--- src/rtl/gate_sequencer_pkg.sv ---
// Shared types and constants for the per-lane gate sequencer.
package gate_sequencer_pkg;

    typedef enum logic [2:0] {
        ST_IDLE      = 3'd0,
        ST_WAIT_AUTH = 3'd1,
        ST_OPENING   = 3'd2,
        ST_OPEN      = 3'd3,
        ST_CLOSING   = 3'd4
    } lane_state_e;

    localparam logic DIR_ENTRY = 1'b0;
    localparam logic DIR_EXIT  = 1'b1;

    localparam int STATUS_ENTRY_BIT = 0;
    localparam int STATUS_EXIT_BIT  = 1;

endpackage

--- src/rtl/gate_sequencer_if.sv ---
// Lane sensor inputs, barrier commands and status outputs of the gate sequencer.
interface gate_sequencer_if #(parameter int CNT_W = 8);
    import gate_sequencer_pkg::*;

    logic             entry_loop, entry_auth, entry_pass;
    logic             exit_loop, exit_auth, exit_pass;
    logic             emergency_in;
    logic [1:0]       barrier_status;
    logic             open_entry, close_entry, open_exit, close_exit;
    logic             vehicle_direction, emergency;
    logic [CNT_W-1:0] occupancy;
    logic             lot_full, full_reject;
    logic             entry_fault, exit_fault;
    lane_state_e      entry_state, exit_state;

    // Events are level/pulse samples; no valid/ready handshake, every signal is taken each cycle.
    modport master (
        output entry_loop, entry_auth, entry_pass, exit_loop, exit_auth, exit_pass,
               emergency_in, barrier_status,
        input  open_entry, close_entry, open_exit, close_exit, vehicle_direction,
               emergency, occupancy, lot_full, full_reject, entry_fault, exit_fault,
               entry_state, exit_state
    );

    modport slave (
        input  entry_loop, entry_auth, entry_pass, exit_loop, exit_auth, exit_pass,
               emergency_in, barrier_status,
        output open_entry, close_entry, open_exit, close_exit, vehicle_direction,
               emergency, occupancy, lot_full, full_reject, entry_fault, exit_fault,
               entry_state, exit_state
    );

endinterface

--- src/rtl/gate_sequencer_lane.sv ---
// One lane's barrier FSM: timer, registered open/close pulses, sticky fault.
module gate_lane_fsm
    import gate_sequencer_pkg::*;
#(
    parameter int OPEN_TIMEOUT  = 32,
    parameter int PASS_TIMEOUT  = 1000,
    parameter int CLOSE_TIMEOUT = 16,
    parameter int TMR_W         = 10
) (
    input  logic        clk,
    input  logic        reset,
    input  logic        loop_i,
    input  logic        auth_i,
    input  logic        pass_i,
    input  logic        status_i,
    input  logic        gate_en_i,
    input  logic        full_i,
    input  logic        force_idle_i,
    input  logic        recover_i,
    output logic        open_o,
    output logic        close_o,
    output logic        reject_o,
    output logic        fault_o,
    output logic        open_evt_o,
    output logic        pass_evt_o,
    output lane_state_e state_o
);

    localparam logic [TMR_W-1:0] OPEN_LAST  = TMR_W'(OPEN_TIMEOUT - 1);
    localparam logic [TMR_W-1:0] PASS_LAST  = TMR_W'(PASS_TIMEOUT - 1);
    localparam logic [TMR_W-1:0] CLOSE_LAST = TMR_W'(CLOSE_TIMEOUT - 1);

    lane_state_e      state_q, state_d;
    logic [TMR_W-1:0] timer_q, timer_d;
    logic             open_q, open_d, close_q, close_d;
    logic             reject_q, reject_d, fault_q, fault_d;
    logic             pass_evt;

    always_ff @(posedge clk) begin
        if (reset) begin
            state_q  <= ST_IDLE;
            timer_q  <= '0;
            open_q   <= 1'b0;
            close_q  <= 1'b0;
            reject_q <= 1'b0;
            fault_q  <= 1'b0;
        end else begin
            state_q  <= state_d;
            timer_q  <= timer_d;
            open_q   <= open_d;
            close_q  <= close_d;
            reject_q <= reject_d;
            fault_q  <= fault_d;
        end
    end

    always_comb begin
        state_d  = state_q;
        timer_d  = timer_q + 1'b1;
        open_d   = 1'b0;
        close_d  = 1'b0;
        reject_d = 1'b0;
        fault_d  = fault_q;
        pass_evt = 1'b0;
        if (force_idle_i) begin
            state_d = ST_IDLE;
            timer_d = '0;
        end else if (recover_i) begin
            state_d = ST_CLOSING;
            timer_d = '0;
            close_d = 1'b1;
        end else begin
            case (state_q)
                ST_IDLE: begin
                    timer_d = '0;
                    if (loop_i) state_d = ST_WAIT_AUTH;
                end
                ST_WAIT_AUTH: begin
                    timer_d = '0;
                    if (!loop_i) begin
                        state_d = ST_IDLE;
                    end else if (auth_i) begin
                        if (gate_en_i && full_i) begin
                            reject_d = 1'b1;
                        end else begin
                            open_d  = 1'b1;
                            state_d = ST_OPENING;
                        end
                    end
                end
                ST_OPENING: begin
                    if (status_i) begin
                        state_d = ST_OPEN;
                        timer_d = '0;
                    end else if (timer_q == OPEN_LAST) begin
                        fault_d = 1'b1;
                        close_d = 1'b1;
                        state_d = ST_CLOSING;
                        timer_d = '0;
                    end
                end
                ST_OPEN: begin
                    if (pass_i || timer_q == PASS_LAST) begin
                        pass_evt = pass_i;
                        close_d  = 1'b1;
                        state_d  = ST_CLOSING;
                        timer_d  = '0;
                    end
                end
                ST_CLOSING: begin
                    if (!status_i) begin
                        state_d = ST_IDLE;
                        timer_d = '0;
                    end else if (timer_q == CLOSE_LAST) begin
                        fault_d = 1'b1;
                        state_d = ST_IDLE;
                        timer_d = '0;
                    end
                end
                default: begin
                    state_d = ST_IDLE;
                    timer_d = '0;
                end
            endcase
        end
    end

    assign open_o     = open_q;
    assign close_o    = close_q;
    assign reject_o   = reject_q;
    assign fault_o    = fault_q;
    assign open_evt_o = open_d;
    assign pass_evt_o = pass_evt;
    assign state_o    = state_q;

endmodule

--- src/rtl/gate_sequencer.sv ---
// Two-lane gate sequencer: occupancy, direction, emergency hold and recovery close.
module gate_sequencer
    import gate_sequencer_pkg::*;
#(
    parameter int CAPACITY      = 100,
    parameter int CNT_W         = 8,
    parameter int OPEN_TIMEOUT  = 32,
    parameter int PASS_TIMEOUT  = 1000,
    parameter int CLOSE_TIMEOUT = 16,
    parameter int TMR_W         = 10
) (
    input  logic            clk,
    input  logic            reset,
    gate_sequencer_if.slave bus
);

    localparam logic [CNT_W-1:0] CAP = CNT_W'(CAPACITY);

    logic             emerg_q, emerg_prev_q;
    logic             dir_q, dir_d;
    logic             lot_full_q;
    logic [CNT_W-1:0] occ_q, occ_d;
    logic             force_idle, recover;
    logic             ent_open_evt, ext_open_evt, ent_pass_evt, ext_pass_evt;
    logic             ent_reject, ext_reject;

    // Lanes are held idle from the first sampled request; the recovery close lands one
    // cycle after the registered emergency drops.
    assign force_idle = bus.emergency_in | emerg_q;
    assign recover    = emerg_prev_q & ~emerg_q & ~bus.emergency_in;

    gate_lane_fsm #(
        .OPEN_TIMEOUT(OPEN_TIMEOUT), .PASS_TIMEOUT(PASS_TIMEOUT),
        .CLOSE_TIMEOUT(CLOSE_TIMEOUT), .TMR_W(TMR_W)
    ) u_entry (
        .clk(clk), .reset(reset),
        .loop_i(bus.entry_loop), .auth_i(bus.entry_auth), .pass_i(bus.entry_pass),
        .status_i(bus.barrier_status[STATUS_ENTRY_BIT]),
        .gate_en_i(1'b1), .full_i(lot_full_q),
        .force_idle_i(force_idle), .recover_i(recover),
        .open_o(bus.open_entry), .close_o(bus.close_entry), .reject_o(ent_reject),
        .fault_o(bus.entry_fault), .open_evt_o(ent_open_evt), .pass_evt_o(ent_pass_evt),
        .state_o(bus.entry_state)
    );

    gate_lane_fsm #(
        .OPEN_TIMEOUT(OPEN_TIMEOUT), .PASS_TIMEOUT(PASS_TIMEOUT),
        .CLOSE_TIMEOUT(CLOSE_TIMEOUT), .TMR_W(TMR_W)
    ) u_exit (
        .clk(clk), .reset(reset),
        .loop_i(bus.exit_loop), .auth_i(bus.exit_auth), .pass_i(bus.exit_pass),
        .status_i(bus.barrier_status[STATUS_EXIT_BIT]),
        .gate_en_i(1'b0), .full_i(lot_full_q),
        .force_idle_i(force_idle), .recover_i(recover),
        .open_o(bus.open_exit), .close_o(bus.close_exit), .reject_o(ext_reject),
        .fault_o(bus.exit_fault), .open_evt_o(ext_open_evt), .pass_evt_o(ext_pass_evt),
        .state_o(bus.exit_state)
    );

    always_comb begin
        occ_d = occ_q;
        if (ent_pass_evt && !ext_pass_evt && occ_q != CAP) begin
            occ_d = occ_q + 1'b1;
        end else if (ext_pass_evt && !ent_pass_evt && occ_q != '0) begin
            occ_d = occ_q - 1'b1;
        end
    end

    always_comb begin
        dir_d = dir_q;
        if (ent_open_evt)      dir_d = DIR_ENTRY;
        else if (ext_open_evt) dir_d = DIR_EXIT;
    end

    always_ff @(posedge clk) begin
        if (reset) begin
            emerg_q      <= 1'b0;
            emerg_prev_q <= 1'b0;
            dir_q        <= DIR_ENTRY;
            occ_q        <= '0;
            lot_full_q   <= 1'b0;
        end else begin
            emerg_q      <= bus.emergency_in;
            emerg_prev_q <= emerg_q;
            dir_q        <= dir_d;
            occ_q        <= occ_d;
            lot_full_q   <= (occ_d == CAP);
        end
    end

    assign bus.emergency         = emerg_q;
    assign bus.vehicle_direction = dir_q;
    assign bus.occupancy         = occ_q;
    assign bus.lot_full          = lot_full_q;
    assign bus.full_reject       = ent_reject | ext_reject;

endmodule

--- src/flat_wrapper.sv ---
// flat-port wrapper written by rule: the top's interface ports become plain ports
module gate_sequencer_flat import gate_sequencer_pkg::*;
#(
    parameter int CAPACITY      = 100,
    parameter int CNT_W         = 8,
    parameter int OPEN_TIMEOUT  = 32,
    parameter int PASS_TIMEOUT  = 1000,
    parameter int CLOSE_TIMEOUT = 16,
    parameter int TMR_W         = 10
)
  (clk, reset, bus_entry_loop, bus_entry_auth, bus_entry_pass, bus_exit_loop, bus_exit_auth, bus_exit_pass, bus_emergency_in, bus_barrier_status, bus_open_entry, bus_close_entry, bus_open_exit, bus_close_exit, bus_vehicle_direction, bus_emergency, bus_occupancy, bus_lot_full, bus_full_reject, bus_entry_fault, bus_exit_fault, bus_entry_state, bus_exit_state);
  gate_sequencer_if #(.CNT_W(CNT_W)) bus_i ();
  input  logic clk;
  input  logic reset;
  input wire logic [$bits(bus_i.entry_loop)-1:0] bus_entry_loop;
  input wire logic [$bits(bus_i.entry_auth)-1:0] bus_entry_auth;
  input wire logic [$bits(bus_i.entry_pass)-1:0] bus_entry_pass;
  input wire logic [$bits(bus_i.exit_loop)-1:0] bus_exit_loop;
  input wire logic [$bits(bus_i.exit_auth)-1:0] bus_exit_auth;
  input wire logic [$bits(bus_i.exit_pass)-1:0] bus_exit_pass;
  input wire logic [$bits(bus_i.emergency_in)-1:0] bus_emergency_in;
  input wire logic [$bits(bus_i.barrier_status)-1:0] bus_barrier_status;
  output wire logic [$bits(bus_i.open_entry)-1:0] bus_open_entry;
  output wire logic [$bits(bus_i.close_entry)-1:0] bus_close_entry;
  output wire logic [$bits(bus_i.open_exit)-1:0] bus_open_exit;
  output wire logic [$bits(bus_i.close_exit)-1:0] bus_close_exit;
  output wire logic [$bits(bus_i.vehicle_direction)-1:0] bus_vehicle_direction;
  output wire logic [$bits(bus_i.emergency)-1:0] bus_emergency;
  output wire logic [$bits(bus_i.occupancy)-1:0] bus_occupancy;
  output wire logic [$bits(bus_i.lot_full)-1:0] bus_lot_full;
  output wire logic [$bits(bus_i.full_reject)-1:0] bus_full_reject;
  output wire logic [$bits(bus_i.entry_fault)-1:0] bus_entry_fault;
  output wire logic [$bits(bus_i.exit_fault)-1:0] bus_exit_fault;
  output wire logic [$bits(bus_i.entry_state)-1:0] bus_entry_state;
  output wire logic [$bits(bus_i.exit_state)-1:0] bus_exit_state;
  assign bus_i.entry_loop = bus_entry_loop;
  assign bus_i.entry_auth = bus_entry_auth;
  assign bus_i.entry_pass = bus_entry_pass;
  assign bus_i.exit_loop = bus_exit_loop;
  assign bus_i.exit_auth = bus_exit_auth;
  assign bus_i.exit_pass = bus_exit_pass;
  assign bus_i.emergency_in = bus_emergency_in;
  assign bus_i.barrier_status = bus_barrier_status;
  assign bus_open_entry = bus_i.open_entry;
  assign bus_close_entry = bus_i.close_entry;
  assign bus_open_exit = bus_i.open_exit;
  assign bus_close_exit = bus_i.close_exit;
  assign bus_vehicle_direction = bus_i.vehicle_direction;
  assign bus_emergency = bus_i.emergency;
  assign bus_occupancy = bus_i.occupancy;
  assign bus_lot_full = bus_i.lot_full;
  assign bus_full_reject = bus_i.full_reject;
  assign bus_entry_fault = bus_i.entry_fault;
  assign bus_exit_fault = bus_i.exit_fault;
  assign bus_entry_state = bus_i.entry_state;
  assign bus_exit_state = bus_i.exit_state;
  gate_sequencer #(.CAPACITY(CAPACITY), .CNT_W(CNT_W), .OPEN_TIMEOUT(OPEN_TIMEOUT), .PASS_TIMEOUT(PASS_TIMEOUT), .CLOSE_TIMEOUT(CLOSE_TIMEOUT), .TMR_W(TMR_W)) u_core (.clk(clk), .reset(reset), .bus(bus_i));
endmodule
--- config.mk ---
export PLATFORM = sky130hd
export DESIGN_NAME = gate_sequencer_flat
export DESIGN_NICKNAME = d
export VERILOG_FILES = /design/src/rtl/gate_sequencer_pkg.sv /design/src/rtl/gate_sequencer_if.sv /design/src/rtl/gate_sequencer_lane.sv /design/src/rtl/gate_sequencer.sv /design/src/flat_wrapper.sv
export SDC_FILE = /design/constraint.sdc
export NUM_CORES = 1
export LEC_CHECK = 0
export ABC_AREA = 1
export CORE_ASPECT_RATIO = 0.7
export CORE_MARGIN = 2
export CORE_UTILIZATION = 59
export DETAILED_ROUTE_END_ITERATION = 7
export MAX_ROUTING_LAYER = met4
export PLACE_DENSITY = 0.93
export RECOVER_POWER = 25
export SKIP_LAST_GASP = 1
export SLEW_MARGIN = 5
export SYNTH_ARGS = -nofsm -noshare
export SYNTH_HDL_FRONTEND = slang
export SYNTH_SLANG_ARGS = --single-unit
export TNS_END_PERCENT = 1
--- constraint.sdc ---
create_clock -name clk -period 4.4 [get_ports clk]
set_input_delay 0.88 -clock clk [delete_from_list [all_inputs] [get_ports clk]]
set_output_delay 0.88 -clock clk [all_outputs]
set_load 0.05 [all_outputs]
==> impl_metrics.env <==
export IMPL_port_buffers=34
export IMPL_pin_count=35
export IMPL_status="complete, no violations"
export IMPL_post_cts_buffers=0
export IMPL_worstHoldPathType="flip-flop to flip-flop"
export IMPL_synth_top_area_share_pct=34.06
export IMPL_timing_final_ws_setup_ps=1496
export IMPL_synth_yosys_seq_area_share_pct=34.06
export IMPL_cp_max_fo=6
export IMPL_ctsResizeCount=0
export IMPL_grt_usage_pct=27.48
export IMPL_rsz0062_at_grt="no"
export IMPL_ys_ff_latch=45
export IMPL_synth_top_area_cell="dfxtp_1"
export IMPL_antenna_found_initial=0
export IMPL_grt_ovfl_total=0
export IMPL_worst_slew_pin_slew_ps=541.9
export IMPL_die_height_um=60.02
export IMPL_hpwl_um=4898
export IMPL_postCtsHoldBufs=0
export IMPL_worstSkewPairLatency_ps=300
export IMPL_synthCells=415
export IMPL_drt_total_wl_um=6448
export IMPL_grt_pass1_vias=2416
export IMPL_cts_tree="done"
export IMPL_drtIter0Drc=252
export IMPL_arrival_ps=3090
export IMPL_drtAntennaViolNets=0
export IMPL_ys_flop_type="dfxtp_1"
export IMPL_die_w_um=84.03
export IMPL_synth_area_leaders="dfxtp_1 (34%), nand2_1 (14%), nor2_1 (9.9%)"
export IMPL_relSlewSlack_pct=63.75
export IMPL_drc=0
export IMPL_power_frac_seq_pct=55.4
export IMPL_power_switching_uw=174.2
export IMPL_min_period_ps=2904
export IMPL_grt_max_degree=15
export IMPL_finalWeightedCongestion=0.9493
export IMPL_combPwrFrac_pct=7.3
export IMPL_fin_skew_ps=11.84
export IMPL_power_leakage_nw=1.437
export IMPL_viasPerCell=5.452
export IMPL_ir_worst_vdd_v=0.0001471
export IMPL_syn_area_per_cell_um2=6.374
export IMPL_fillers=357
export IMPL_min_period_over_period_pct=65.99
export IMPL_floorplan_rows=20
export IMPL_drtPass1Iterations=5
export IMPL_worstSetupStartpointType="primary input"
export IMPL_synth_edf_count=0
export IMPL_cts_sinks=45
export IMPL_fmax_mhz=344.4
export IMPL_hold_viol_final=0
export IMPL_p_sw_share_pct=23.36
export IMPL_setup_violations_final=0
export IMPL_start_util_pct=61.10
export IMPL_maxCapViolations=0
export IMPL_core_area_um2=4329
export IMPL_vias=2775
export IMPL_synth_warnings=0
export IMPL_cts_path_max_buffers=2
export IMPL_pre_cts_ws_ps=1492
export IMPL_p_per_area_nw_per_um2=238.9
export IMPL_slew_violations=0
export IMPL_finalSetupTns_ps=0
export IMPL_cts_buffers=5
export IMPL_h_tree_depth=2
export IMPL_syn2layout_area_growth_pct=18.02
export IMPL_clk_pin_slew_ps=80
export IMPL_wl_per_cell_um=12.67
export IMPL_pwr_share_clk_pct=37.2
export IMPL_worstPathRequired_ps=4590
export IMPL_drive_gt1_share_pct=6.608
export IMPL_synth_cell_types=30
export IMPL_power_internal_uw=571.6
export IMPL_syn_nets=430
export IMPL_dieArea_um2=5043
export IMPL_num_antenna_cells=0
export IMPL_async_flop_share_pct=0
export IMPL_grt_pass1_wl_um=10780
export IMPL_synth_area_um2=2645
export IMPL_critical_path_class="primary input to flip-flop"
export IMPL_nets=468
export IMPL_crit_path_end_kind="flip-flop"
export IMPL_cts_root_buf="clkbuf_8"
-- logic make-up after synthesis --
family | Yosys count | share of synthesized area, %
and+or+nand+nor | 250 | 42.86
buffers and inverters | 71 | 10.36
DFF | 45 | 34.06
AOI/OAI and AO/OA | 31 | 6.197
xor gates and xnor gates | 14 | 4.636
adders and majority gates | 4 | 1.892
-- worst paths after layout --
path / startpoint / endpoint / slack (ps) / cells after the start
max reg2reg: u_core.bus.occupancy[0] / u_core.bus.lot_full / 2210 / 13
min reg2reg: u_core.u_entry.timer_q[0] / u_core.u_entry.timer_q[0] / 460 / 1
max: bus_emergency_in / u_core.bus.lot_full / 1500 / 11
min: u_core.u_entry.timer_q[0] / u_core.u_entry.timer_q[0] / 460 / 1
-- cell type report --
cell class	count	area [µm²]	share of cell area [%]
multi-input cells	299	1450	46.45
well taps	55	68.82	2.204
inverters	68	260.3	8.337
clock buffers	7	96.34	3.086
clock inverters	1	5.005	0.1603
repair buffers	34	340.3	10.90
flip-flops and latches	45	900.9	28.86
-- metrics by stage --
step / total power [mW] / hold WS (ps) / util [%] / area (µm²) / instances
6_report: 0.7458 / 457.9 / 72.11 / 3122 / 509
5_1_grt: 0.7729 / 476.5 / 72.11 / 3122 / 509
4_1_cts: 0.7493 / 457.9 / 72.57 / 3142 / 509
3_5_place_dp: 0.4785 / 439.0 / 70.23 / 3040 / 501
3_3_place_gp: 0.4775 / 427.4 / 70.23 / 3040 / 501
2_1_floorplan: 0.4560 / 417.6 / - / 2645 / 415
-- Yosys cell counts (2+ instances only) --
cell	n
o21ai_1	4
xor2_1	14
nor2_1	70
nand3_2	3
inv_1	57
a21oi_1	13
nand2_2	3
dfxtp_1	45
inv_2	9
nor2_4	3
o21ai_0	9
nor3_1	13
ha_1	4
nand4_1	13
nand3_1	29
nor4_1	4
nor2_2	8
nand2_1	99
a31oi_1	3
buf_2	2
-- power by group through the flow --
stage                     clock network (mW)  logic [mW]  registers (mW)
after floorplan                            0      0.0252           0.431
after global placement                     0      0.0545           0.423
after detailed placement                   0      0.0553           0.423
after CTS                              0.280      0.0558           0.414
after global routing                   0.299      0.0595           0.414
final                                  0.278      0.0545           0.414
-- per-layer routing --
layer | GRT usage [%] | part of all wire [%]
met1 | 38.43 | 47
met4 | 7.834 | 0.78
met2 | 40.93 | 43
met3 | 4.972 | 9.3
met5 | - | 0
-- worst max-delay path, stage by stage --
cell           delay (ps)
dlygate4sd3_1         570
inv_1                  90
nand2_1                70
nor2_1                390
nand3_2               220
nor2_2                260
nand3_1               170
a21oi_1               210
nor2_2                 60
nand2_1               110
nor2_1                 60
-- state kept, by name, indices dropped and copies added, names as in the netlist, 3 cells and up --
name / cells
u_core.u_exit.state_o: 3
u_core.bus.occupancy: 8
u_core.u_entry.timer_q: 10
u_core.u_exit.timer_q: 10
u_core.u_entry.state_o: 3
-- layout by cell type (no fill, tap or decap), drive strengths merged --
cell type | netlist | final
nand3 | 33 | 33
clkbuf | 1 | 7
nor4 | 4 | 4
dfxtp | 45 | 45
nor3b | 1 | 1
nand3b | 1 | 1
or2 | 1 | 1
nor3 | 13 | 13
o211ai | 1 | 1
a21oi | 13 | 13
nand2 | 103 | 103
o21bai | 1 | 1
a31oi | 3 | 3
dlygate4sd3 | 0 | 4
inv | 66 | 65
xor2 | 14 | 14
nor2 | 81 | 81
clkdlybuf4s50 | 0 | 30
o21ai | 13 | 13
clkinv | 2 | 4
nand4 | 13 | 13
ha | 4 | 4
Note: power is estimated with default switching activity, not from simulation.
